**src/rtl/mvau_thresh_act_if.sv**
```systemverilog
// mvau_thresh_act_if
//
// Groups the stream and threshold-programming signals of mvau_thresh_act.
//
// Signals:
//   in_v / in_rdy / in_dat        upstream accumulator beat handshake (PE lanes of TA bits)
//   thr_wen / thr_nf / thr_pe /   threshold register-file write port
//   thr_idx / thr_wdat
//   out_v / out_rdy / out_dat     downstream activation beat handshake (PE lanes of OB bits)
//   nf_cnt                        fold index that the next accepted beat will use (debug)
//
// Modports:
//   master  the environment: drives beats, threshold writes and out_rdy
//   slave   the activation block itself
interface mvau_thresh_act_if #(
    parameter int PE = 2,
    parameter int NF = 4,
    parameter int TA = 16,
    parameter int NT = 3
);
    localparam int OB  = $clog2(NT + 1);
    localparam int NFW = (NF > 1) ? $clog2(NF) : 1;
    localparam int PEW = (PE > 1) ? $clog2(PE) : 1;
    localparam int NTW = (NT > 1) ? $clog2(NT) : 1;

    logic               in_v;
    logic               in_rdy;
    logic [PE*TA-1:0]   in_dat;

    logic               thr_wen;
    logic [NFW-1:0]     thr_nf;
    logic [PEW-1:0]     thr_pe;
    logic [NTW-1:0]     thr_idx;
    logic [TA-1:0]      thr_wdat;

    logic               out_v;
    logic               out_rdy;
    logic [PE*OB-1:0]   out_dat;

    logic [NFW-1:0]     nf_cnt;

    modport master (
        output in_v, in_dat,
        output thr_wen, thr_nf, thr_pe, thr_idx, thr_wdat,
        output out_rdy,
        input  in_rdy, out_v, out_dat, nf_cnt
    );

    modport slave (
        input  in_v, in_dat,
        input  thr_wen, thr_nf, thr_pe, thr_idx, thr_wdat,
        input  out_rdy,
        output in_rdy, out_v, out_dat, nf_cnt
    );
endinterface

```
**src/rtl/mvau_thresh_act.sv**
```systemverilog
// mvau_thresh_act
//
// Multi-threshold activation stage behind the matrix-vector stream unit.
// Each accepted beat carries PE accumulator lanes; every lane is compared
// against the NT thresholds of its neuron for the current neuron fold and
// the number of thresholds met is emitted as an OB-bit activation.
// Two pipeline stages: S1 latches the beat and its thresholds, S2 holds the
// registered counts.
//
// Ports:
//   clk    rising-edge clock
//   rst_n  synchronous active-low reset
//   bus    mvau_thresh_act_if.slave (beat handshakes, threshold writes, nf_cnt)
//
// Build option:
//   MVAU_THRESH_SIGNED_EN  when defined, lanes and thresholds are two's
//                          complement and compared signed; otherwise unsigned.
module mvau_thresh_act #(
    parameter int PE = 2,
    parameter int NF = 4,
    parameter int TA = 16,
    parameter int NT = 3
) (
    input  logic              clk,
    input  logic              rst_n,
    mvau_thresh_act_if.slave  bus
);
    localparam int OB  = $clog2(NT + 1);
    localparam int NFW = (NF > 1) ? $clog2(NF) : 1;

    // A threshold at the largest representable value can only be met by an
    // input equal to it, so a fresh store yields near-zero activations.
`ifdef MVAU_THRESH_SIGNED_EN
    localparam logic [TA-1:0] THR_MAX = {1'b0, {(TA-1){1'b1}}};
`else
    localparam logic [TA-1:0] THR_MAX = {TA{1'b1}};
`endif

    logic [TA-1:0]      thr_q   [NF][PE][NT];
    logic [NFW-1:0]     nfCnt_q;
    logic [NFW-1:0]     nfCnt_d;

    logic               s1Vld_q;
    logic [PE*TA-1:0]   s1Acc_q;
    logic [TA-1:0]      s1Thr_q [PE][NT];

    logic               outVld_q;
    logic [PE*OB-1:0]   outDat_q;
    logic [PE*OB-1:0]   outDat_d;
    logic [OB-1:0]      laneCnt [PE];

    logic               en;
    logic               accept;
    logic               wrInRange;

    function automatic logic geThr(input logic [TA-1:0] a, input logic [TA-1:0] t);
`ifdef MVAU_THRESH_SIGNED_EN
        return $signed(a) >= $signed(t);
`else
        return a >= t;
`endif
    endfunction

    // The whole pipeline moves together: it may advance whenever the output
    // register is empty or being drained this cycle.
    assign en          = !outVld_q || bus.out_rdy;
    assign accept      = bus.in_v && en;
    assign bus.in_rdy  = en;
    assign bus.out_v   = outVld_q;
    assign bus.out_dat = outDat_q;
    assign bus.nf_cnt  = nfCnt_q;

    // Index fields may be wider than the populated range (non-power-of-two
    // sizes), so writes beyond the store are dropped rather than aliased.
    assign wrInRange = (int'(bus.thr_nf) < NF) && (int'(bus.thr_pe) < PE) &&
                       (int'(bus.thr_idx) < NT);

    // Fold counter: one step per accepted beat, wrapping after the last fold.
    always_comb begin
        nfCnt_d = nfCnt_q;
        if (accept) begin
            if (nfCnt_q == NFW'(NF - 1)) begin
                nfCnt_d = '0;
            end else begin
                nfCnt_d = nfCnt_q + NFW'(1);
            end
        end
    end

    // Threshold register file. S1 reads the pre-edge contents, so a write in
    // the same cycle as an accepted beat is only seen by later beats.
    always_ff @(posedge clk) begin
        if (!rst_n) begin
            for (int f = 0; f < NF; f++) begin
                for (int p = 0; p < PE; p++) begin
                    for (int i = 0; i < NT; i++) begin
                        thr_q[f][p][i] <= THR_MAX;
                    end
                end
            end
        end else if (bus.thr_wen && wrInRange) begin
            thr_q[bus.thr_nf][bus.thr_pe][bus.thr_idx] <= bus.thr_wdat;
        end
    end

    // S2 combinational part: per lane, count how many latched thresholds the
    // accumulator meets. A plain population count, so threshold order is free.
    always_comb begin
        outDat_d = '0;
        for (int p = 0; p < PE; p++) begin
            laneCnt[p] = '0;
            for (int i = 0; i < NT; i++) begin
                if (geThr(s1Acc_q[p*TA +: TA], s1Thr_q[p][i])) begin
                    laneCnt[p] = laneCnt[p] + OB'(1);
                end
            end
            outDat_d[p*OB +: OB] = laneCnt[p];
        end
    end

    // Pipeline registers and fold counter. S1 captures the beat together with
    // its fold's thresholds so later store writes cannot disturb it; with en
    // low everything holds, which keeps out_dat stable under backpressure.
    always_ff @(posedge clk) begin
        if (!rst_n) begin
            nfCnt_q  <= '0;
            s1Vld_q  <= 1'b0;
            s1Acc_q  <= '0;
            outVld_q <= 1'b0;
            outDat_q <= '0;
            for (int p = 0; p < PE; p++) begin
                for (int i = 0; i < NT; i++) begin
                    s1Thr_q[p][i] <= '0;
                end
            end
        end else begin
            nfCnt_q <= nfCnt_d;
            if (en) begin
                s1Vld_q  <= bus.in_v;
                outVld_q <= s1Vld_q;
                outDat_q <= outDat_d;
                if (bus.in_v) begin
                    s1Acc_q <= bus.in_dat;
                    for (int p = 0; p < PE; p++) begin
                        for (int i = 0; i < NT; i++) begin
                            s1Thr_q[p][i] <= thr_q[nfCnt_q][p][i];
                        end
                    end
                end
            end
        end
    end
endmodule
```
**src/flat_wrapper.sv**
```systemverilog
// flat-port wrapper written by rule: the top's interface ports become plain ports
module mvau_thresh_act_flat 
#(
    parameter int PE = 2,
    parameter int NF = 4,
    parameter int TA = 16,
    parameter int NT = 3
)
  (clk, rst_n, bus_in_v, bus_in_dat, bus_thr_wen, bus_thr_nf, bus_thr_pe, bus_thr_idx, bus_thr_wdat, bus_out_rdy, bus_in_rdy, bus_out_v, bus_out_dat, bus_nf_cnt);
  mvau_thresh_act_if #(.PE(PE), .NF(NF), .TA(TA), .NT(NT)) bus_i ();
  input  logic clk;
  input  logic rst_n;
  input wire logic [$bits(bus_i.in_v)-1:0] bus_in_v;
  input wire logic [$bits(bus_i.in_dat)-1:0] bus_in_dat;
  input wire logic [$bits(bus_i.thr_wen)-1:0] bus_thr_wen;
  input wire logic [$bits(bus_i.thr_nf)-1:0] bus_thr_nf;
  input wire logic [$bits(bus_i.thr_pe)-1:0] bus_thr_pe;
  input wire logic [$bits(bus_i.thr_idx)-1:0] bus_thr_idx;
  input wire logic [$bits(bus_i.thr_wdat)-1:0] bus_thr_wdat;
  input wire logic [$bits(bus_i.out_rdy)-1:0] bus_out_rdy;
  output wire logic [$bits(bus_i.in_rdy)-1:0] bus_in_rdy;
  output wire logic [$bits(bus_i.out_v)-1:0] bus_out_v;
  output wire logic [$bits(bus_i.out_dat)-1:0] bus_out_dat;
  output wire logic [$bits(bus_i.nf_cnt)-1:0] bus_nf_cnt;
  assign bus_i.in_v = bus_in_v;
  assign bus_i.in_dat = bus_in_dat;
  assign bus_i.thr_wen = bus_thr_wen;
  assign bus_i.thr_nf = bus_thr_nf;
  assign bus_i.thr_pe = bus_thr_pe;
  assign bus_i.thr_idx = bus_thr_idx;
  assign bus_i.thr_wdat = bus_thr_wdat;
  assign bus_i.out_rdy = bus_out_rdy;
  assign bus_in_rdy = bus_i.in_rdy;
  assign bus_out_v = bus_i.out_v;
  assign bus_out_dat = bus_i.out_dat;
  assign bus_nf_cnt = bus_i.nf_cnt;
  mvau_thresh_act #(.PE(PE), .NF(NF), .TA(TA), .NT(NT)) u_core (.clk(clk), .rst_n(rst_n), .bus(bus_i));
endmodule
```
**config.mk**
```make
export PLATFORM = sky130hd
export DESIGN_NAME = mvau_thresh_act_flat
export DESIGN_NICKNAME = d
export VERILOG_FILES = /design/src/rtl/mvau_thresh_act_if.sv /design/src/rtl/mvau_thresh_act.sv /design/src/flat_wrapper.sv
export SDC_FILE = /design/constraint.sdc
export NUM_CORES = 1
export LEC_CHECK = 0
export BUFFER_PORTS_ARGS = -buffer_cell sky130_fd_sc_hd__buf_4
export CAP_MARGIN = 10
export CORE_MARGIN = 4
export CORE_UTILIZATION = 35
export DETAILED_ROUTE_END_ITERATION = 16
export GPL_TIMING_DRIVEN = 0
export SLEW_MARGIN = 20
export SYNTH_ARGS = -nofsm -noshare
export SYNTH_HDL_FRONTEND = slang
export SYNTH_SLANG_ARGS = --single-unit
```
**constraint.sdc**
```tcl
create_clock -name clk -period 4.1 [get_ports clk]
set_clock_uncertainty 0.1 [all_clocks]
set_input_delay 1.23 -clock clk [delete_from_list [all_inputs] [get_ports clk]]
set_output_delay 1.23 -clock clk [all_outputs]
set_load 0.01 [all_outputs]
```
# Word level (Yosys, flattened, before mapping)
# Memories as Yosys holds them, arrays and structs flattened. A register that Yosys moved wholly into a read port is not among the register bits.
# Cells that the tools add are included.
# totals
out_inout_bits	8
reg_bits	40
input_bits	58
mem_count	2
ramBits	480
word_cells	70
# memory_table
name	depth	word_bits	rd	rd_clocked_by_memory_dff	wr	line_no	rtl
u_core.thr_q	4	96	1	1	4	mvau_thresh_act.sv:39	logic [TA-1:0] thr_q [NF][PE][NT];
u_core.s1Thr_q	2	48	2	0	2	mvau_thresh_act.sv:45	logic [TA-1:0] s1Thr_q [PE][NT];
# op_classes
bitwise_logic	8
n_mux	30
n_reduce_logical	8
eq_ne	1
n_addsub	5
magnitude_cmp	11
# op_table
cell	n
96-bit 2-to-1 mux	3
16-bit 2-to-1 mux	7
16-bit greater-or-equal comparator	6
96-bit OR reduction	1
48-bit demux with 1-bit select	1
48-bit 2-to-1 mux	1
16-bit demux with 2-bit select	1
2-bit 2-to-1 mux	8
1-bit 2-to-1 mux	9
2-bit by 1-bit adder with 2-bit output, second input constant	3
1-bit bitwise OR	6
1-bit by 1-bit adder with 2-bit output, second input constant	2
1-bit logical AND	4
3-bit greater-or-equal comparator, second input constant	1
3-bit by 1-bit < comparator with 1-bit output, second input constant	1
2-bit NOT with 3-bit output	1
2-bit == test, second input constant	1
2-bit greater-or-equal comparator, second input constant	1
2-bit by 1-bit < comparator with 1-bit output, second input constant	1
2-bit < comparator, second input constant	1
1-bit NOT with 2-bit output	1
2-bit AND reduction	1
1-bit logical NOT	1
1-bit logical OR	1

# Logic depth before layout (Yosys ltp)
# Gate-level depths: netlist (run 1).
# depth
word_depth	10
ltp_mapped	11
ltp_nobuf	11

# Worst setup path after synthesis (run 1)
# OpenSTA, ideal clock, no wires.
# synth_path
kind	input port to flip-flop
from	input bus_out_rdy
to	memory u_core.s1Thr_q[0][0] (netlist bit), enable pin
path_stages	7
path_buffers	2
t_arrival_ns	3.752
setup_slack_ns	-0.203
setup_time_ns	0.451
required_ns	3.549
cell_sequence	nor2b_1 buf_4 inv_4 nand2_1 and2_1 buf_2 inv_1
# synth_lines
element	line_no	rtl
start: declaration	flat_wrapper.sv:20	input wire logic [$bits(bus_i.out_rdy)-1:0] bus_out_rdy;
end: declaration	mvau_thresh_act.sv:45	

==> flow_metrics.tcl, run 1 <==
set metrics [dict create \
    drive_above_1_share 0.2354 \
    ff2ff_setup_slack_ps 1090 \
    post_cts_buffers 0 \
    cts_buffers 55 \
    grt_usage 0.1878 \
    placed_area_um2 26340 \
    area_growth_pct 15.24 \
    holdBufCountCts 0 \
    max_stage_delay_ps 860 \
    die-height_um 272.3 \
    cp-startpoint "rst_n" \
    critPathKind "primary input to flip-flop" \
    route.detailed.drc 0 \
    crit_end "u_core.thr_q[0][40]$_SDFFCE_PN1P_" \
    gp_congestion 0.8697 \
    path_clk_slew_ps 60 \
    crit_family "buffers and inverters" \
    cts.sinks 522 \
    num_vias 14640 \
    design_area_um2 28180 \
    ys.flop_type "edfxtp_1" \
    reg2reg_depth 10 \
    worstPathMaxFanout 16 \
    max_clock_freq_mhz 300.2 \
    synth_area_per_cell_um2 14.64 \
    antenna_cells 0 \
    comb_power_share 0.110 \
    ios 66 \
    hold_viol 0 \
    cp_cell_sequence "buf_4, buf_2, clkbuf_1, nand2b_1" \
    grt_pass1_wl_mm 103.0 \
    ys_seq_elements 522 \
    core_um2 68950 \
    synth_edf_count 480 \
    ir_drop_mv 0.3080 \
    clk_latency_ps 620 \
    fin_crit_sh 0.8123 \
    grt_max_degree 36 \
    start_kind "primary input" \
    p_clk_frac 0.399 \
    async_reset_ff_frac 0 \
    synth_nets 1830 \
    min_path_type "flip-flop to flip-flop" \
    ant_nets 0 \
    hold_slack_ps 372.5 \
    fin_nets 1965 \
    dp_hpwl_mm 51.10 \
    min_period_ps 3331 \
    h-tree-depth 2 \
    cts_resized 0 \
    worstReg2RegEnd "u_core.bus.out_dat[0]$_SDFFE_PN0N_" \
    intPower_mw 9.745 \
    synth_cell_types 63 \
    pwr-share-seq 0.491 \
    arrival_ps 3360 \
    max-slew-margin-rel 0.2472 \
    r2r-start "u_core.s1Acc_q[9]$_SDFFE_PN0P_" \
    swShare 0.2392 \
    rsz0062_at_grt "false" \
    pwr_density_cell_nw_per_um2 454.5 \
    fp-row-count 96 \
    setup_viol 0 \
    switching_power_mw 3.064 \
    drt-pass1-iter-count 5 \
    cpMaxStageDelayCell "clkbuf_1" \
    cts_tree "yes" \
    wl_mm 69.93 \
    worst_ep_required_time_ps 4130 \
    drt_iter0_drc 1305 \
    cts_root_buffer "clkbuf_16" \
    initial_core_util 0.3547 \
    wl_per_cell_um 25.13 \
    grt-ovfl-total 0 \
    cts_buffer_depth 3 \
    io_buffers 65 \
    grt_pass1_vias 15060 \
    viasPerCell 5.261 \
    syn_area_um2 24460 \
    p_leak_nw 9.843 \
    die_w_um 272.3 \
    cp_num_cells 4 \
    slew_violations 0 \
    end_kind "flip-flop" \
    yosysSeqAreaShare 0.6238 \
    status "complete, no violations" \
    synth_cells 1671 \
    tightest_slew_ps 1129 \
    drv_cap 0 \
    critPathBufInv 3 \
    die-area_um2 74170 \
    ys_warn_count 0 \
    antenna_found_initial 17 \
]
-- layout make-up --
type,count,area (µm²)
clock buffer,74,1509
sequential,522,15250
inverter,96,366.6
timing repair buffer,78,670.6
fill,6278,40760
tap,931,1165
clock inverter,29,330.3
multi-input combinational,921,8224
buffer,132,661.9
-- worst reg2reg max path, cell delays in order, from the launching register on --
cell	delay, ps
dfxtp_1	500
ha_1	310
a21o_1	190
a21o_1	170
a211oi_1	300
o21ai_1	140
a221oi_1	350
ha_1	300
and3_1	140
nand3_1	70
or3b_1	340
-- how the worst min path moves through the flow --
stage	startpoint	end	slack, ps	depth (start not counted)
floorplan	u_core.s1Vld_q$_SDFFE_PN0N_	u_core.bus.out_v$_SDFFE_PN0N_	340	1
global route	u_core.s1Vld_q$_SDFFE_PN0N_	u_core.bus.out_v$_SDFFE_PN0N_	390	1
global placement	u_core.s1Vld_q$_SDFFE_PN0N_	u_core.bus.out_v$_SDFFE_PN0N_	360	1
finish	u_core.s1Vld_q$_SDFFE_PN0N_	u_core.bus.out_v$_SDFFE_PN0N_	370	1
detailed placement	u_core.s1Vld_q$_SDFFE_PN0N_	u_core.bus.out_v$_SDFFE_PN0N_	360	1
CTS	u_core.s1Vld_q$_SDFFE_PN0N_	u_core.bus.out_v$_SDFFE_PN0N_	380	1
-- synthesized netlist by cell type, drive strengths merged, types with 5 or more instances --
library cell  count  share of area
a21o             24         0.0074
a21oi            16         0.0033
a221oi            5         0.0028
a22o             33          0.012
and2             99          0.025
buf              47          0.014
clkbuf           85          0.013
dfxtp            42          0.034
edfxtp          480           0.59
ha              101          0.052
inv              96          0.015
mux4             96          0.088
nand2            30         0.0062
nand2b           72          0.019
nand3             6         0.0019
nand4            12         0.0033
nor2             15         0.0023
nor3              7         0.0033
o21a              7         0.0021
o21ai            33         0.0068
or2             128          0.033
or3             192          0.049
-- cells by family (layout without fill, tap and decap cells) --
logic type,count (synthesis),in the layout,share of synthesized area
AOI/OAI and AO/OA,138,138,0.04165
DFF,522,522,0.6238
muxes,96,96,0.08841
adders and majority gates,101,101,0.05167
and+or+nand+nor,586,586,0.1527
buffers and inverters,228,409,0.04180
-- power groups by stage --
stage | combinational [mW] | clock, mW | sequential (mW)
2_1_floorplan | 0.856 | 0 | 6.34
3_3_place_gp | 1.36 | 0 | 6.40
3_5_place_dp | 1.41 | 0 | 6.40
4_1_cts | 1.42 | 5.18 | 6.29
5_1_grt | 1.53 | 5.41 | 6.32
6_report | 1.41 | 5.11 | 6.29
-- state kept, by name (all words and copies together), names as in the netlist, named ones only --
signal              count
u_core.bus.out_dat      4
u_core.s1Vld_q          1
u_core.bus.out_v        1
u_core.thr_q          384
u_core.s1Acc_q         32
u_core.bus.nf_cnt       2
u_core.s1Thr_q         96
-- through the flow --
step	power, mW	std cells	setup WS (ps)	TNS (ps)	utilization
3_5_place_dp	7.815	2680	101.4	0	0.3821
4_1_cts	12.89	2783	743.5	0	0.4088
3_3_place_gp	7.759	2667	-834.0	-166050	0.3787
2_1_floorplan	7.195	1671	293.7	0	-
5_1_grt	13.25	2783	715.5	0	0.4088
6_report	12.81	2783	769.4	0	0.4088
-- cell usage in the layout, fill, tap and decap left out, drive strengths merged, types with 5 or more instances in the layout --
cell	netlist	layout
and2	99	99
or3	192	192
nand4	12	12
mux4	96	96
buf	47	125
nand2b	72	72
ha	101	101
nand2	30	30
or2	128	128
nor3	7	7
a221oi	5	5
dfxtp	42	42
a22o	33	33
nor2	15	15
a21oi	16	16
inv	96	97
bufinv	0	7
clkbuf	85	159
edfxtp	480	480
o21ai	33	33
o21a	7	7
clkinv	0	18
a21o	24	24
nand3	6	6
-- per-layer routing --
metal  vias up  share of wire  global-route usage
li1       6498              -                   -
met1      7406           0.42              0.2582
met2       593           0.46              0.2977
met3       139          0.077             0.02986
met4         4          0.045             0.07924
met5         -        0.00033                   0
(Power assumes the default switching activity.)
==> run 2, diff against run 1 <==
Clock period 4.1 ns to 3.4 ns, I/O delays scaled along.
==> run 2 against run 1 <==
Effect of this change: sequential cell count is the same; final cell count is essentially flat; via count grew 1.1%; largest cell class unchanged.
==> flow_metrics.tcl, run 2 (synthesis results as in run 1) <==
set metrics [dict create \
    cts_root_buffer "clkbuf_16" \
    switching_power_mw 3.772 \
    tightest_slew_ps 1154 \
    final.setup.tns_ps 0 \
    holdBufCountCts 0 \
    wl_mm 70.11 \
    crit_end "u_core.thr_q[0][41]$_SDFFCE_PN1P_" \
    post_cts_buffers 0 \
    cts_tree "yes" \
    slew_violations 0 \
    r2r-start "u_core.s1Acc_q[9]$_SDFFE_PN0P_" \
    cts_buffer_depth 3 \
    top_regs "u_core.thr_q: 384 flops, u_core.s1Thr_q: 96 flops, u_core.s1Acc_q: 32 flops" \
    rsz0062_at_grt "false" \
    wl_per_cell_um 25.21 \
    worstPathMaxFanout 16 \
    hold_viol 0 \
    max_clock_freq_mhz 325.3 \
    p_leak_nw 9.840 \
    intPower_mw 11.77 \
    die-area_um2 74170 \
    placed_area_um2 26330 \
    area_growth_pct 15.24 \
    swShare 0.2427 \
    finalNonFillerCells 2781 \
    cp_cell_sequence "buf_4, buf_2, clkbuf_1, nand2b_1" \
    die_w_um 272.3 \
    pwr-share-seq 0.488 \
    worstReg2RegEnd "u_core.bus.out_dat[0]$_SDFFE_PN0N_" \
    hold_slack_ps 372.2 \
    drt-pass1-iter-count 5 \
    arrival_ps 3130 \
    gp_congestion 0.8990 \
    drv_cap 0 \
    most-common-layout-cells "edfxtp_1, or3_1, ha_1" \
    max-slew-margin-rel 0.2306 \
    grt_max_degree 36 \
    drt_iter0_drc 1594 \
    fin_crit_sh 0.9041 \
    grt_usage 0.1881 \
    ir_drop_mv 0.4106 \
    pwr_density_cell_nw_per_um2 551.4 \
    drive_above_1_share 0.2384 \
    grt_pass1_vias 15100 \
    antenna_cells 0 \
    reg2reg_depth 10 \
    core_um2 68950 \
    grt-ovfl-total 0 \
    end_kind "flip-flop" \
    top_register "u_core.thr_q" \
    ios 66 \
    comb_power_share 0.110 \
    min_path_type "flip-flop to flip-flop" \
    worst_ep_required_time_ps 3450 \
    design_area_um2 28180 \
    fin_nets 1964 \
    route.detailed.drc 0 \
    fillers 6308 \
    grt_pass1_wl_mm 102.8 \
    h-tree-depth 2 \
    path_clk_slew_ps 60 \
    viasPerCell 5.321 \
    status "complete, no violations" \
    die-height_um 272.3 \
    cts_buffers 55 \
    dp_hpwl_mm 50.93 \
    clk_latency_ps 620 \
    io_buffers 65 \
    cpMaxStageDelayCell "clkbuf_1" \
    dp_cells 2679 \
    fp-row-count 96 \
    cts_resized 0 \
    cts.sinks 522 \
    ant_nets 0 \
    min_period_ps 3074 \
    setup_viol 0 \
    max_stage_delay_ps 840 \
    critPathKind "primary input to flip-flop" \
    ff2ff_setup_slack_ps 330 \
    cp-startpoint "rst_n" \
    antenna_found_initial 11 \
    final_common_cell "edfxtp_1" \
    largest_reg_flops 384 \
    num_vias 14800 \
    p_clk_frac 0.402 \
    initial_core_util 0.3547 \
    start_kind "primary input" \
]
[run 2: layout make-up]
cell class / instances / area (µm²) / area share
plain buffers: 132 / 666.9 / 0.02366
inverters: 96 / 369.1 / 0.01310
clock buffers: 64 / 1410 / 0.05004
clock inverters: 38 / 439.2 / 0.01558
flip-flops and latches: 522 / 15250 / 0.5413
well taps: 931 / 1165 / 0.04133
multi-input cells: 921 / 8229 / 0.2920
repair buffers: 77 / 648.1 / 0.02300
[run 2: worst min-delay path by stage]
stage | to | slack (ps) | cells past startpoint | from
3_3_place_gp | u_core.bus.out_v$_SDFFE_PN0N_ | 350 | 1 | u_core.s1Vld_q$_SDFFE_PN0N_
5_1_grt | u_core.bus.out_v$_SDFFE_PN0N_ | 410 | 1 | u_core.s1Vld_q$_SDFFE_PN0N_
3_5_place_dp | u_core.bus.out_v$_SDFFE_PN0N_ | 360 | 1 | u_core.s1Vld_q$_SDFFE_PN0N_
4_1_cts | u_core.bus.out_v$_SDFFE_PN0N_ | 370 | 1 | u_core.s1Vld_q$_SDFFE_PN0N_
2_1_floorplan | u_core.bus.out_v$_SDFFE_PN0N_ | 340 | 1 | u_core.s1Vld_q$_SDFFE_PN0N_
6_report | u_core.bus.out_v$_SDFFE_PN0N_ | 370 | 1 | u_core.s1Vld_q$_SDFFE_PN0N_
[run 2: power by group through the flow]
stage	clock network [mW]	registers, mW	logic, mW
6_report	6.24	7.59	1.71
3_5_place_dp	0	7.72	1.70
5_1_grt	6.57	7.62	1.85
2_1_floorplan	0	7.64	1.03
4_1_cts	6.29	7.59	1.71
3_3_place_gp	0	7.72	1.64
[run 2: metrics by stage]
stage,setup slack (ps),util,total power [mW]
after floorplan,-113.9,-,8.679
after global placement,-1223,0.3789,9.359
after detailed placement,-420.7,0.3819,9.427
after CTS,245.9,0.4088,15.59
after global routing,193.0,0.4088,16.04
final,326.2,0.4088,15.54
[run 2: layer usage]
layer / GRT usage / wire length, µm
met5: 0 / 0
met1: 0.2656 / 29800
met2: 0.2968 / 32300
met4: 0.06753 / 2453
met3: 0.02854 / 5553
[run 2: critical path: cells and delay by family]
family        cells  cell delay (ps)
buf+inv           3             1280
simple gates      1              790
